## config.mk

```make
export PLATFORM = sky130hd
export DESIGN_NAME = multdiv_issue_ctrl_flat
export DESIGN_NICKNAME = d
export VERILOG_FILES = /design/src/rtl/multdiv_issue_ctrl_pkg.sv /design/src/rtl/multdiv_issue_ctrl_if.sv /design/src/rtl/multdiv_issue_ctrl_md_cycle_counter.sv /design/src/rtl/multdiv_issue_ctrl.sv /design/src/flat_wrapper.sv
export SDC_FILE = /design/constraint.sdc
export NUM_CORES = 1
export LEC_CHECK = 0
export CAP_MARGIN = 30
export CORE_MARGIN = 4
export CORE_UTILIZATION = 60
export CTS_BUF_LIST = sky130_fd_sc_hd__clkbuf_4 sky130_fd_sc_hd__clkbuf_8
export DETAILED_ROUTE_END_ITERATION = 7
export DONT_BUFFER_PORTS = 1
export GPL_TIMING_DRIVEN = 0
export PLACE_DENSITY = 0.73
export RECOVER_POWER = 100
export SETUP_SLACK_MARGIN = 0.1
export SLEW_MARGIN = 20
export SYNTH_ARGS = -nofsm -noshare
export SYNTH_HDL_FRONTEND = slang
export SYNTH_SLANG_ARGS = --single-unit
```

## constraint.sdc

```tcl
create_clock -name clock -period 3.67 [get_ports clock]
set_clock_uncertainty 0.15 [all_clocks]
set_input_delay 0.734 -clock clock [delete_from_list [all_inputs] [get_ports clock]]
set_output_delay 0.734 -clock clock [all_outputs]
set_load 0.02 [all_outputs]
```

## src/rtl/multdiv_issue_ctrl_pkg.sv

```systemverilog
// Shared types and writeback codes for the multdiv issue controller and the
// regfile/bypass logic that decodes $rstatus.
package md_pkg;

  typedef enum logic [1:0] {
    IDLE  = 2'd0,
    START = 2'd1,
    BUSY  = 2'd2,
    DONE  = 2'd3
  } state_e;

  typedef enum logic {
    OP_MULT = 1'b0,
    OP_DIV  = 1'b1
  } op_e;

  localparam int DEF_TIMEOUT     = 64;
  localparam int DEF_RSTATUS_REG = 30;
  localparam int DEF_MULT_EXC    = 4;
  localparam int DEF_DIV_EXC     = 5;
  localparam int DEF_TMO_EXC     = 6;

  // Exactly one of MULT/DIV must be set for an op to be issuable.
  function automatic logic op_legal(input logic is_mult, input logic is_div);
    return is_mult ^ is_div;
  endfunction

endpackage

```

## src/rtl/multdiv_issue_ctrl_if.sv

```systemverilog
// Execute-stage / multdiv / writeback bundle seen by the issue controller.
interface multdiv_issue_ctrl_if;
  logic        issue_valid;
  logic        is_mult;
  logic        is_div;
  logic [31:0] issue_a;
  logic [31:0] issue_b;
  logic [4:0]  issue_rd;
  logic        flush;
  logic [31:0] md_a;
  logic [31:0] md_b;
  logic        md_ctrl_mult;
  logic        md_ctrl_div;
  logic [31:0] md_result;
  logic        md_exception;
  logic        md_ready;
  logic        stall;
  logic        wb_valid;
  logic [4:0]  wb_rd;
  logic [31:0] wb_data;

  // master: pipeline + multdiv side driving the controller
  modport master (
    output issue_valid, is_mult, is_div, issue_a, issue_b, issue_rd, flush,
    output md_result, md_exception, md_ready,
    input  md_a, md_b, md_ctrl_mult, md_ctrl_div, stall, wb_valid, wb_rd, wb_data
  );

  // slave: the issue controller itself
  modport slave (
    input  issue_valid, is_mult, is_div, issue_a, issue_b, issue_rd, flush,
    input  md_result, md_exception, md_ready,
    output md_a, md_b, md_ctrl_mult, md_ctrl_div, stall, wb_valid, wb_rd, wb_data
  );
endinterface

```

## src/rtl/multdiv_issue_ctrl_md_cycle_counter.sv

```systemverilog
// Busy-cycle counter with synchronous clear; term_o flags the last allowed busy cycle.
module md_cycle_counter #(
  parameter int TIMEOUT = 64
) (
  input  logic clock_i,
  input  logic reset_n_i,
  input  logic clear_i,
  input  logic en_i,
  output logic term_o
);
  localparam int CW = (TIMEOUT > 1) ? $clog2(TIMEOUT) : 1;

  logic [CW-1:0] cnt_q, cnt_d;

  always_comb begin
    cnt_d = cnt_q;
    if (clear_i)   cnt_d = '0;
    else if (en_i) cnt_d = cnt_q + CW'(1);
  end

  always_ff @(posedge clock_i or negedge reset_n_i) begin
    if (!reset_n_i) cnt_q <= '0;
    else            cnt_q <= cnt_d;
  end

  assign term_o = (cnt_q == CW'(TIMEOUT - 1));

endmodule

```

## src/rtl/multdiv_issue_ctrl.sv

```systemverilog
// Issue/stall controller in front of multdiv: registers operands, pulses the start
// strobe, holds the pipeline until the result returns, and emits one writeback beat.
module multdiv_issue_ctrl
  import md_pkg::*;
#(
  parameter int TIMEOUT     = DEF_TIMEOUT,
  parameter int RSTATUS_REG = DEF_RSTATUS_REG,
  parameter int MULT_EXC    = DEF_MULT_EXC,
  parameter int DIV_EXC     = DEF_DIV_EXC,
  parameter int TMO_EXC     = DEF_TMO_EXC
) (
  input  logic                 clock,
  input  logic                 reset_n,
  multdiv_issue_ctrl_if.slave  bus
);

  state_e      state_q, state_d;
  op_e         op_q;
  logic [31:0] a_q, b_q;
  logic [4:0]  rd_q;
  logic        wb_valid_q, wb_valid_d;
  logic [4:0]  wb_rd_q, wb_rd_d;
  logic [31:0] wb_data_q, wb_data_d;
  logic        accept;
  logic        cnt_clr, cnt_en, cnt_term;

  md_cycle_counter #(.TIMEOUT(TIMEOUT)) u_cnt (
    .clock_i   (clock),
    .reset_n_i (reset_n),
    .clear_i   (cnt_clr),
    .en_i      (cnt_en),
    .term_o    (cnt_term)
  );

  // DONE accepts too, so a waiting op issues in the same cycle as the writeback.
  assign accept = bus.issue_valid & op_legal(bus.is_mult, bus.is_div) &
                  ((state_q == IDLE) | (state_q == DONE));

  always_comb begin
    state_d    = state_q;
    cnt_clr    = 1'b0;
    cnt_en     = 1'b0;
    wb_valid_d = 1'b0;
    wb_rd_d    = '0;
    wb_data_d  = '0;
    case (state_q)
      IDLE: if (accept) state_d = START;
      START: begin
        cnt_clr = 1'b1;
        state_d = bus.flush ? IDLE : BUSY;
      end
      BUSY: begin
        if (bus.flush) begin
          state_d = IDLE;
        end else if (bus.md_ready) begin
          state_d    = DONE;
          wb_valid_d = 1'b1;
          if (bus.md_exception) begin
            wb_rd_d   = 5'(RSTATUS_REG);
            wb_data_d = (op_q == OP_MULT) ? 32'(MULT_EXC) : 32'(DIV_EXC);
          end else begin
            wb_rd_d   = rd_q;
            wb_data_d = bus.md_result;
          end
        end else if (cnt_term) begin
          state_d    = DONE;
          wb_valid_d = 1'b1;
          wb_rd_d    = 5'(RSTATUS_REG);
          wb_data_d  = 32'(TMO_EXC);
        end else begin
          cnt_en = 1'b1;
        end
      end
      DONE: state_d = accept ? START : IDLE;
      default: state_d = IDLE;
    endcase
  end

  always_ff @(posedge clock or negedge reset_n) begin
    if (!reset_n) begin
      state_q    <= IDLE;
      wb_valid_q <= 1'b0;
      wb_rd_q    <= '0;
      wb_data_q  <= '0;
    end else begin
      state_q    <= state_d;
      wb_valid_q <= wb_valid_d;
      wb_rd_q    <= wb_rd_d;
      wb_data_q  <= wb_data_d;
    end
  end

  // Operands stay put until the next accepted op, so multdiv may sample late.
  always_ff @(posedge clock or negedge reset_n) begin
    if (!reset_n) begin
      a_q  <= '0;
      b_q  <= '0;
      rd_q <= '0;
      op_q <= OP_MULT;
    end else if (accept) begin
      a_q  <= bus.issue_a;
      b_q  <= bus.issue_b;
      rd_q <= bus.issue_rd;
      op_q <= bus.is_div ? OP_DIV : OP_MULT;
    end
  end

  assign bus.md_a         = a_q;
  assign bus.md_b         = b_q;
  assign bus.md_ctrl_mult = (state_q == START) & (op_q == OP_MULT);
  assign bus.md_ctrl_div  = (state_q == START) & (op_q == OP_DIV);
  assign bus.stall        = accept | (state_q == START) | (state_q == BUSY);
  assign bus.wb_valid     = wb_valid_q;
  assign bus.wb_rd        = wb_rd_q;
  assign bus.wb_data      = wb_data_q;

endmodule

```

## src/flat_wrapper.sv

```systemverilog
// flat-port wrapper written by rule: the top's interface ports become plain ports
module multdiv_issue_ctrl_flat import md_pkg::*;
#(
  parameter int TIMEOUT     = DEF_TIMEOUT,
  parameter int RSTATUS_REG = DEF_RSTATUS_REG,
  parameter int MULT_EXC    = DEF_MULT_EXC,
  parameter int DIV_EXC     = DEF_DIV_EXC,
  parameter int TMO_EXC     = DEF_TMO_EXC
)
  (clock, reset_n, bus_issue_valid, bus_is_mult, bus_is_div, bus_issue_a, bus_issue_b, bus_issue_rd, bus_flush, bus_md_result, bus_md_exception, bus_md_ready, bus_md_a, bus_md_b, bus_md_ctrl_mult, bus_md_ctrl_div, bus_stall, bus_wb_valid, bus_wb_rd, bus_wb_data);
  multdiv_issue_ctrl_if bus_i ();
  input  logic clock;
  input  logic reset_n;
  input wire logic [$bits(bus_i.issue_valid)-1:0] bus_issue_valid;
  input wire logic [$bits(bus_i.is_mult)-1:0] bus_is_mult;
  input wire logic [$bits(bus_i.is_div)-1:0] bus_is_div;
  input wire logic [$bits(bus_i.issue_a)-1:0] bus_issue_a;
  input wire logic [$bits(bus_i.issue_b)-1:0] bus_issue_b;
  input wire logic [$bits(bus_i.issue_rd)-1:0] bus_issue_rd;
  input wire logic [$bits(bus_i.flush)-1:0] bus_flush;
  input wire logic [$bits(bus_i.md_result)-1:0] bus_md_result;
  input wire logic [$bits(bus_i.md_exception)-1:0] bus_md_exception;
  input wire logic [$bits(bus_i.md_ready)-1:0] bus_md_ready;
  output wire logic [$bits(bus_i.md_a)-1:0] bus_md_a;
  output wire logic [$bits(bus_i.md_b)-1:0] bus_md_b;
  output wire logic [$bits(bus_i.md_ctrl_mult)-1:0] bus_md_ctrl_mult;
  output wire logic [$bits(bus_i.md_ctrl_div)-1:0] bus_md_ctrl_div;
  output wire logic [$bits(bus_i.stall)-1:0] bus_stall;
  output wire logic [$bits(bus_i.wb_valid)-1:0] bus_wb_valid;
  output wire logic [$bits(bus_i.wb_rd)-1:0] bus_wb_rd;
  output wire logic [$bits(bus_i.wb_data)-1:0] bus_wb_data;
  assign bus_i.issue_valid = bus_issue_valid;
  assign bus_i.is_mult = bus_is_mult;
  assign bus_i.is_div = bus_is_div;
  assign bus_i.issue_a = bus_issue_a;
  assign bus_i.issue_b = bus_issue_b;
  assign bus_i.issue_rd = bus_issue_rd;
  assign bus_i.flush = bus_flush;
  assign bus_i.md_result = bus_md_result;
  assign bus_i.md_exception = bus_md_exception;
  assign bus_i.md_ready = bus_md_ready;
  assign bus_md_a = bus_i.md_a;
  assign bus_md_b = bus_i.md_b;
  assign bus_md_ctrl_mult = bus_i.md_ctrl_mult;
  assign bus_md_ctrl_div = bus_i.md_ctrl_div;
  assign bus_stall = bus_i.stall;
  assign bus_wb_valid = bus_i.wb_valid;
  assign bus_wb_rd = bus_i.wb_rd;
  assign bus_wb_data = bus_i.wb_data;
  multdiv_issue_ctrl #(.TIMEOUT(TIMEOUT), .RSTATUS_REG(RSTATUS_REG), .MULT_EXC(MULT_EXC), .DIV_EXC(DIV_EXC), .TMO_EXC(TMO_EXC)) u_core (.clock(clock), .reset_n(reset_n), .bus(bus_i));
endmodule
```

After elaboration in Yosys (flattened, before gate mapping)
Cells that the tools add are included.
- flip-flop bits (word level): 116
- add/sub/neg operators: 1
- eq/ne operators: 6
- mux-type cells: 30
- bitwise logic cells: 9
- reduce and logical (&&, ||, !) cells: 3
- operators by type and width (operator ; count):
    two-way mux 32 bit ; 4
    two-way mux 5 bit ; 5
    two-way mux 1 bit ; 12
    two-way mux 6 bit ; 2
    two-way mux 2 bit ; 5
    case mux 2 bit (4 select lines) ; 1
    adder 6 x 1 -> 6 bit (second input constant) ; 1
    == test 6 bit (second input constant) ; 1
    AND 1 bit ; 4
    == test 2 bit (second input constant) ; 2
    inequality test 4 x 3 -> 1 bit (second input constant) ; 1
    two-way mux 3 bit ; 1
    bitwise OR 1 bit ; 3
    == test 2 x 1 -> 1 bit (second input constant) ; 1
    zero test 2 bit ; 1
    inequality test 2 x 1 -> 1 bit (second input constant) ; 1
    AND reduction 2 bit ; 1
    nonzero test 2 bit ; 1
    NOT 1 bit ; 1
    XOR 1 bit ; 1

Logic depth before layout (Yosys ltp)
Gate-level depths: netlist of run 1.
- depth after elaboration: 7
- depth in mapped cells: 6
- mapped depth without buffers: 6

Hierarchy
From an unflattened synthesis of run 1, not the netlist that was laid out.
- cells, all modules: 284
- area total of the unflattened synthesis: 4578.1 µm²
- modules (own cells, without submodules) (module ; times used ; cells an instance ; area each (µm²) ; sequential area each (µm²)):
    multdiv_issue_ctrl ; 1 ; 256 ; 4296.6 ; 2752.6
    md_cycle_counter ; 1 ; 28 ; 281.5 ; 150.1

Worst setup path before layout of run 1
No wires, ideal clock.
- path type: input-to-output
- start: in bus_is_mult
- end: out bus_stall
- data arrival time: 1607 ps
- setup slack: 1179 ps
- stages: 5
- path buffers: 2
- path through: xnor2_1 > nor3b_2 > buf_6 > buf_12 > nand2b_1
- word-level cells in the longest chain between the ends: 5
- RTL lines (what ; RTL line ; RTL):
    start: declaration ; flat_wrapper.sv:15 ; input wire logic [$bits(bus_i.is_mult)-1:0] bus_is_mult;
    XOR 1 bit ; multdiv_issue_ctrl_pkg.sv:25 ; return is_mult ^ is_div;
    AND 1 bit (2 in series) ; multdiv_issue_ctrl.sv:36 ; assign accept = bus.issue_valid & op_legal(bus.is_mult, bus.is_div) &
    bitwise OR 1 bit (2 in series) ; multdiv_issue_ctrl.sv:112 ; assign bus.stall = accept | (state_q == START) | (state_q == BUSY);
    end: declaration ; flat_wrapper.sv:28 ; output wire logic [$bits(bus_i.stall)-1:0] bus_stall;
Every way passes these cells.

Worst setup path after layout of run 1
- start: reg u_core.state_q[0]
- end: out bus_stall
- word-level cells in the longest chain between the ends: 5
- elaborated cells on any way between the ends: 8
- RTL lines (what ; RTL line ; RTL):
    start: declaration ; multdiv_issue_ctrl.sv:17 ; state_e state_q, state_d;
    start signal: assignment ; multdiv_issue_ctrl.sv:86 ; state_q <= state_d;
    == test 2 bit / zero test 2 bit (equally long branches) ; multdiv_issue_ctrl.sv:37 ; ((state_q == IDLE) | (state_q == DONE));
    bitwise OR 1 bit ; multdiv_issue_ctrl.sv:37 ;
    AND 1 bit ; multdiv_issue_ctrl.sv:36 ;
    bitwise OR 1 bit ; multdiv_issue_ctrl.sv:112 ;
    bitwise OR 1 bit (*) ; multdiv_issue_ctrl.sv:112 ;
Every way passes the cells marked *; elsewhere a longest branch is shown, timed or not.

==> results of run 1 <==
==> cells in the mapped netlist (all sizes together) <==
cell,instances,area share (%)
a211oi,1,0.16
o21ai,1,0.18
o211ai,2,0.32
o22a,1,0.18
clkbuf,4,0.32
xnor2,2,0.37
mux2,72,23
ha,6,1.6
and3,2,0.26
buf,8,3.2
dfrtp,116,61
and4,1,0.18
inv,4,0.32
nor3,1,0.11
nand2,1,0.079
mux2i,2,0.42
nor2b,1,0.13
o2111ai,1,0.18
nor2,9,0.71
xor2,4,0.74
and2,31,4.1
o21a,6,0.98
a31oi,1,0.13
nand3,2,0.21
nand2b,5,0.66
nor3b,3,0.69
==> routing by layer <==
layer  GRT usage (%)  wire length (um)  part of all wire, %  vias up
met1           22.69              3083                   35     1120
met4           9.071               293                  3.4        0
li1                -                 -                    -     1010
met2           31.58              4433                   51      130
met3           10.67               910                   10       27
met5               0                 0                    0        -
==> metrics by stage <==
| stage | std cells | util [%] | power (mW) | worst slack, ps | hold WS [ps] |
|---|---|---|---|---|---|
| 5_1_grt | 423 | 63.83 | 4.521 | 494.0 | 228.9 |
| 2_1_floorplan | 287 | - | 3.374 | 1179 | 288.4 |
| 4_1_cts | 422 | 68.54 | 4.779 | 649.5 | 130.2 |
| 6_report | 423 | 63.83 | 4.283 | 746.7 | 263.6 |
| 3_5_place_dp | 389 | 63.10 | 3.594 | 1062 | 291.4 |
| 3_3_place_gp | 389 | 63.10 | 3.561 | 1079 | 291.1 |
==> registers in the layout, indices dropped and copies added (netlist names) <==
| name | count |
|---|---|
| u_core.bus.md_b | 32 |
| u_core.u_cnt.cnt_q | 6 |
| u_core.rd_q | 5 |
| u_core.bus.md_a | 32 |
| u_core.bus.wb_rd | 5 |
| u_core.bus.wb_data | 32 |
| u_core.op_q | 1 |
| u_core.state_q | 2 |
| u_core.bus.wb_valid | 1 |
==> critical path, cell delays in order, from the launching register on <==
cell      delay [ps]
dfrtp_1          400
inv_1            100
ha_1             300
nor3b_1          250
buf_6            200
buf_12           140
nand2b_1         240
==> final timing paths <==
path / start / to / slack, ps / depth (start not counted)
worst max-delay path: u_core.state_q[0] / bus_stall / 750 / 6
worst min-delay path: bus_md_ready / u_core.bus.wb_data[1] / 260 / 1
worst max register to register: u_core.state_q[0] / u_core.bus.md_b[29] / 1260 / 6
worst min register to register: u_core.rd_q[0] / u_core.rd_q[0] / 340 / 1
max in group asynchronous: reset_n / u_core.rd_q[4] / 1010 / 1
min in group asynchronous: reset_n / u_core.u_cnt.cnt_q[5] / 910 / 1
==> layout make-up <==
type / count / area [um2] / share of cell area, %
timing repair buffer: 1 / 5.005 / 0.1015
sequential: 116 / 2903 / 58.85
clock buffer: 17 / 234.0 / 4.744
buffer: 12 / 68.82 / 1.395
clock inverter: 15 / 158.9 / 3.222
tap: 102 / 127.6 / 2.588
antenna: 1 / 2.502 / 0.05074
inverter: 4 / 15.01 / 0.3044
multi-input combinational: 155 / 1418 / 28.74
==> kinds of logic (layout without fill, tap and decap cells) <==
group                    Yosys count  after routing
AO/OA/AOI/OAI                     13             13
XOR/XNOR                           6              6
buffers and inverters             16             49
AND/OR/NAND/NOR                   56             56
multiplexers                      74             74
adder cells (fa/ha/maj)            6              6
flip-flops                       116            116
other                              0              1
==> repair_timing <==
item | CTS | global route
setup buffers | 0 | 0
hold endpoints to repair | 116 | 0
hold buffers | 1 | 0
==> power groups by stage <==
stage	logic, mW	clock network, mW	registers [mW]
2_1_floorplan	0.977	0	2.40
3_3_place_gp	1.05	0	2.51
3_5_place_dp	1.08	0	2.52
4_1_cts	1.12	1.16	2.50
5_1_grt	0.769	1.23	2.52
6_report	0.686	1.13	2.47
==> metrics.yaml, run 1 <==
logic_synthesis:
  ys_seq_area_share_pct: 61.13
  synthAdderAreaFrac_pct: 1.581
  synth_top_family_by_area: "multiplexers"
  synth_area_per_cell_um2: 16.54
  synth-compound-area-share_pct: 2.134
  netlist_instances: 287
  syn-num-nets: 402
  yosys_register_bits: 116
  syn_area_um2: 4748
  synthXorXnorAreaFrac_pct: 1.107
  synth_cell_types: 30
  synth-simple-area-share_pct: 7.115
  muxShareOfSynthArea_pct: 23.11
  yosysWarnings: 0
die:
  num_io_pins: 214
  coreArea_um2: 7727
  floorplan.rows: 32
  die_area_um2: 9401
  start_util_pct: 61.45
  fp.dieH_um: 96.96
  die_w_um: 96.96
setup_path:
  critPathRequiredTime_ps: 2790
  criticalPathCategory: "reg2out"
  worstPathMaxFanout: 10
  crit_path_end_kind: "output port"
  crit_path_start_kind: "flip-flop"
  arrival_ps: 2040
place:
  dp_hpwl_um: 6450
  gp_congestion: 0.7434
  place_area_um2: 4876
  numPortBuffers: 0
grt:
  grt_antenna_before_repair: 1
  grt_max_degree: 117
  grt_pass1_wl_um: 14430
  track_usage_pct: 20.10
  grt_pass1_vias: 2507
  gr-total-overflow: 0
detailed_routing:
  final_antenna_net_count: 0
  vias: 2287
  drtIter0Drc: 45
  wl_per_cell_um: 20.62
  viasPerCell: 5.407
  first_pass_iters: 4
  wirelength_um: 8721
  drc: 0
power:
  switching_share_pct: 37.41
  power_frac_clock_pct: 26.4
  vdd_drop_max_mv: 0.4825
  powerDensity_nw_per_um2: 868.3
  p_switching_mw: 1.602
  power_frac_seq_pct: 57.6
  p_comb_share_pct: 16.0
  p_int_mw: 2.680
  leakage_nw: 2.247
timing:
  worstMarginPinSlew_ps: 2420
  timing.fmax_mhz: 342.1
  maxSlewViolCount: 117
  slew_headroom_pct: -61.31
  fin_tns_setup_ps: 0
  setup_viol: 0
  post-route-period-util_pct: 79.65
  rsz0062_at_grt: "false"
  period_needed_ps: 2923
  hold_violations: 0
finish:
  fill_cells: 594
  final_common_cell: "dfrtp_1"
  finalInstanceArea_um2: 4932
  mostFrequentLayoutCells: "dfrtp_1, mux2_1, and2_0, clkbuf_8, and2_1"
  drive_above_1_share_pct: 14.37
  area_growth_pct: 3.874
  final_nets: 422
clock_network:
  clk_latency_ps: 410
  root_buffer: "clkbuf_8"
  clk_path_buf_depth: 2
  numCtsBuffers: 17
  cts_max_level: 4
  ctsResizeCount: 0
  clk_pin_slew_ps: 70
  clock-sinks: 116
  cts_tree: "built"
worst_hold_path:
  min-delay-path-class: "in2reg"
flow_run:
  maxCapViolations: 1
outcome:
  outcome: "complete, but fails checks"
  violations: "capacitance limit, slew limit"
Note: power is estimated with default switching activity, not from simulation.
==> inputs of run 2 (changes only) <==
- clock period: 3.67 -> 2.8 ns (I/O delays scaled with it)
==> run 2 against run 1 <==
Effect of this change:
- the flow finishes with violations (hold timing)
- register-to-register slack got worse by 1000 ps
- via count down 0.13%
- final area increased by 0.96%
- count of clock-buffer cells in the layout did not move
- power is 33% higher
- clock power up 31%
- critical path depth unchanged
- die area did not move
- largest cell class unchanged
==> metrics.yaml, run 2 (synthesis results as in run 1) <==
outcome:
  outcome: "complete, but fails checks"
  violations: "hold timing"
setup_path:
  criticalPathCategory: "reg2out"
  critPathRequiredTime_ps: 2090
  worstPathMaxFanout: 10
  crit_path_end_kind: "output port"
  arrival_ps: 1910
  crit_path_start_kind: "flip-flop"
die:
  fp.dieH_um: 96.96
  coreArea_um2: 7727
  die_area_um2: 9401
  floorplan.rows: 32
  start_util_pct: 61.45
  num_io_pins: 214
  die_w_um: 96.96
detailed_routing:
  viasPerCell: 5.387
  drc: 0
  vias: 2284
  final_antenna_net_count: 0
  first_pass_iters: 4
  wl_met2_um: 4476
  top_layer: "met4"
  wirelength_um: 8879
  wl_per_cell_um: 20.94
  route.met3.wl_um: 922
  wl_met1_um: 3223
  drtIter0Drc: 50
clock_network:
  cts_max_level: 4
  clock-sinks: 116
  clk_latency_ps: 410
  clk_pin_slew_ps: 70
  numCtsBuffers: 17
  clk_path_buf_depth: 2
  root_buffer: "clkbuf_8"
  cts_tree: "built"
finish:
  diodes: 0
  fill_cells: 592
  area_growth_pct: 4.875
  final_nets: 424
  drive_above_1_share_pct: 17.70
  final_common_cell: "dfrtp_1"
  mostFrequentLayoutCells: "dfrtp_1, mux2_1, and2_0, mux2_4, clkbuf_8"
  final_util_pct: 64.44
grt:
  gr-total-overflow: 0
  grt_max_degree: 117
  track_usage_pct: 20.07
  grt_pass1_wl_um: 14420
  grt_antenna_before_repair: 0
  grt_pass1_vias: 2509
timing:
  rsz0062_at_grt: "false"
  timing.fmax_mhz: 381.5
  period_needed_ps: 2621
  worstMarginPinSlew_ps: 633.6
  maxSlewViolCount: 0
  post-route-period-util_pct: 93.61
  hold_violations: 116
  hold-worst-slack_ps: -311.9
  slew_headroom_pct: 57.76
  fin_tns_setup_ps: 0
  setup_viol: 0
place:
  gp_congestion: 0.7434
  dp_hpwl_um: 6450
  numPortBuffers: 0
power:
  p_comb_share_pct: 16.9
  vdd_drop_max_mv: 0.5964
  power_frac_clock_pct: 26.1
  leakage_nw: 2.283
  p_int_mw: 3.588
  switching_share_pct: 36.83
  powerDensity_nw_per_um2: 1141
  power_frac_seq_pct: 57.0
  p_switching_mw: 2.092
worst_hold_path:
  min-delay-path-class: "in2async"
flow_run:
  maxCapViolations: 0
-- run 2: critical path, stage by stage, from the launching register on --
cell	delay [ps]
dfrtp_1	390
inv_1	100
ha_1	310
nor3b_2	200
buf_6	130
buf_12	120
nand2b_1	250
-- run 2: area by class of cell --
type / count / area [um2] / share of cell area, %
inverters: 4 / 15.01 / 0.3015
flip-flops and latches: 116 / 2903 / 58.29
plain buffers: 12 / 68.82 / 1.382
clock buffers: 17 / 234.0 / 4.698
repair buffers: 3 / 20.02 / 0.4020
well taps: 102 / 127.6 / 2.563
multi-input cells: 155 / 1453 / 29.17
clock inverters: 15 / 158.9 / 3.191
-- run 2: through the flow --
stage	hold slack, ps	cells	power, mW	cell area [um2]	setup WS (ps)
finish	-311.9	424	5.680	4980	179.0
global route	-353.8	424	5.988	4980	64.05
CTS	-337.1	422	6.239	5279	173.0
detailed placement	117.4	389	4.711	4876	425.6
global placement	117.1	389	4.668	4876	442.1
floorplan	114.4	287	4.422	4748	571.9
-- run 2: path summary, 6_finish.rpt --
| kind | startpoint | cells past startpoint | endpoint | slack [ps] |
|---|---|---|---|---|
| setup reg to reg | u_core.state_q[0] | 7 | u_core.bus.md_b[26] | 250 |
| hold reg to reg | u_core.rd_q[0] | 1 | u_core.rd_q[0] | 330 |
| max in group asynchronous | reset_n | 0 | u_core.rd_q[3] | 2670 |
| min in group clock | bus_md_ready | 1 | u_core.bus.wb_data[1] | 90 |
| setup / recovery | u_core.state_q[0] | 6 | bus_stall | 180 |
| hold / removal | reset_n | 0 | u_core.u_cnt.cnt_q[5] | -310 |
-- run 2: per-layer routing --
metal,vias up,GRT usage (%)
li1,1016,-
met2,130,31.58
met1,1113,22.55
met4,0,9.071
met5,-,0
met3,25,10.74
-- run 2: power groups by stage --
stage                     registers, mW  logic, mW  clock network [mW]
final                              3.24      0.962                1.48
after global routing               3.31       1.07                1.61
after CTS                          3.28       1.44                1.52
after detailed placement           3.30       1.41                   0
after global placement             3.29       1.38                   0
after floorplan                    3.14       1.28                   0
-- run 2: repair_timing --
action / CTS / global route
gates resized for setup: 1 / 1
endpoints found under the setup margin: 1 / 2
gates cloned: 0 / 0
endpoints found under the hold margin: 116 / 116
buffers inserted: 1 / 2
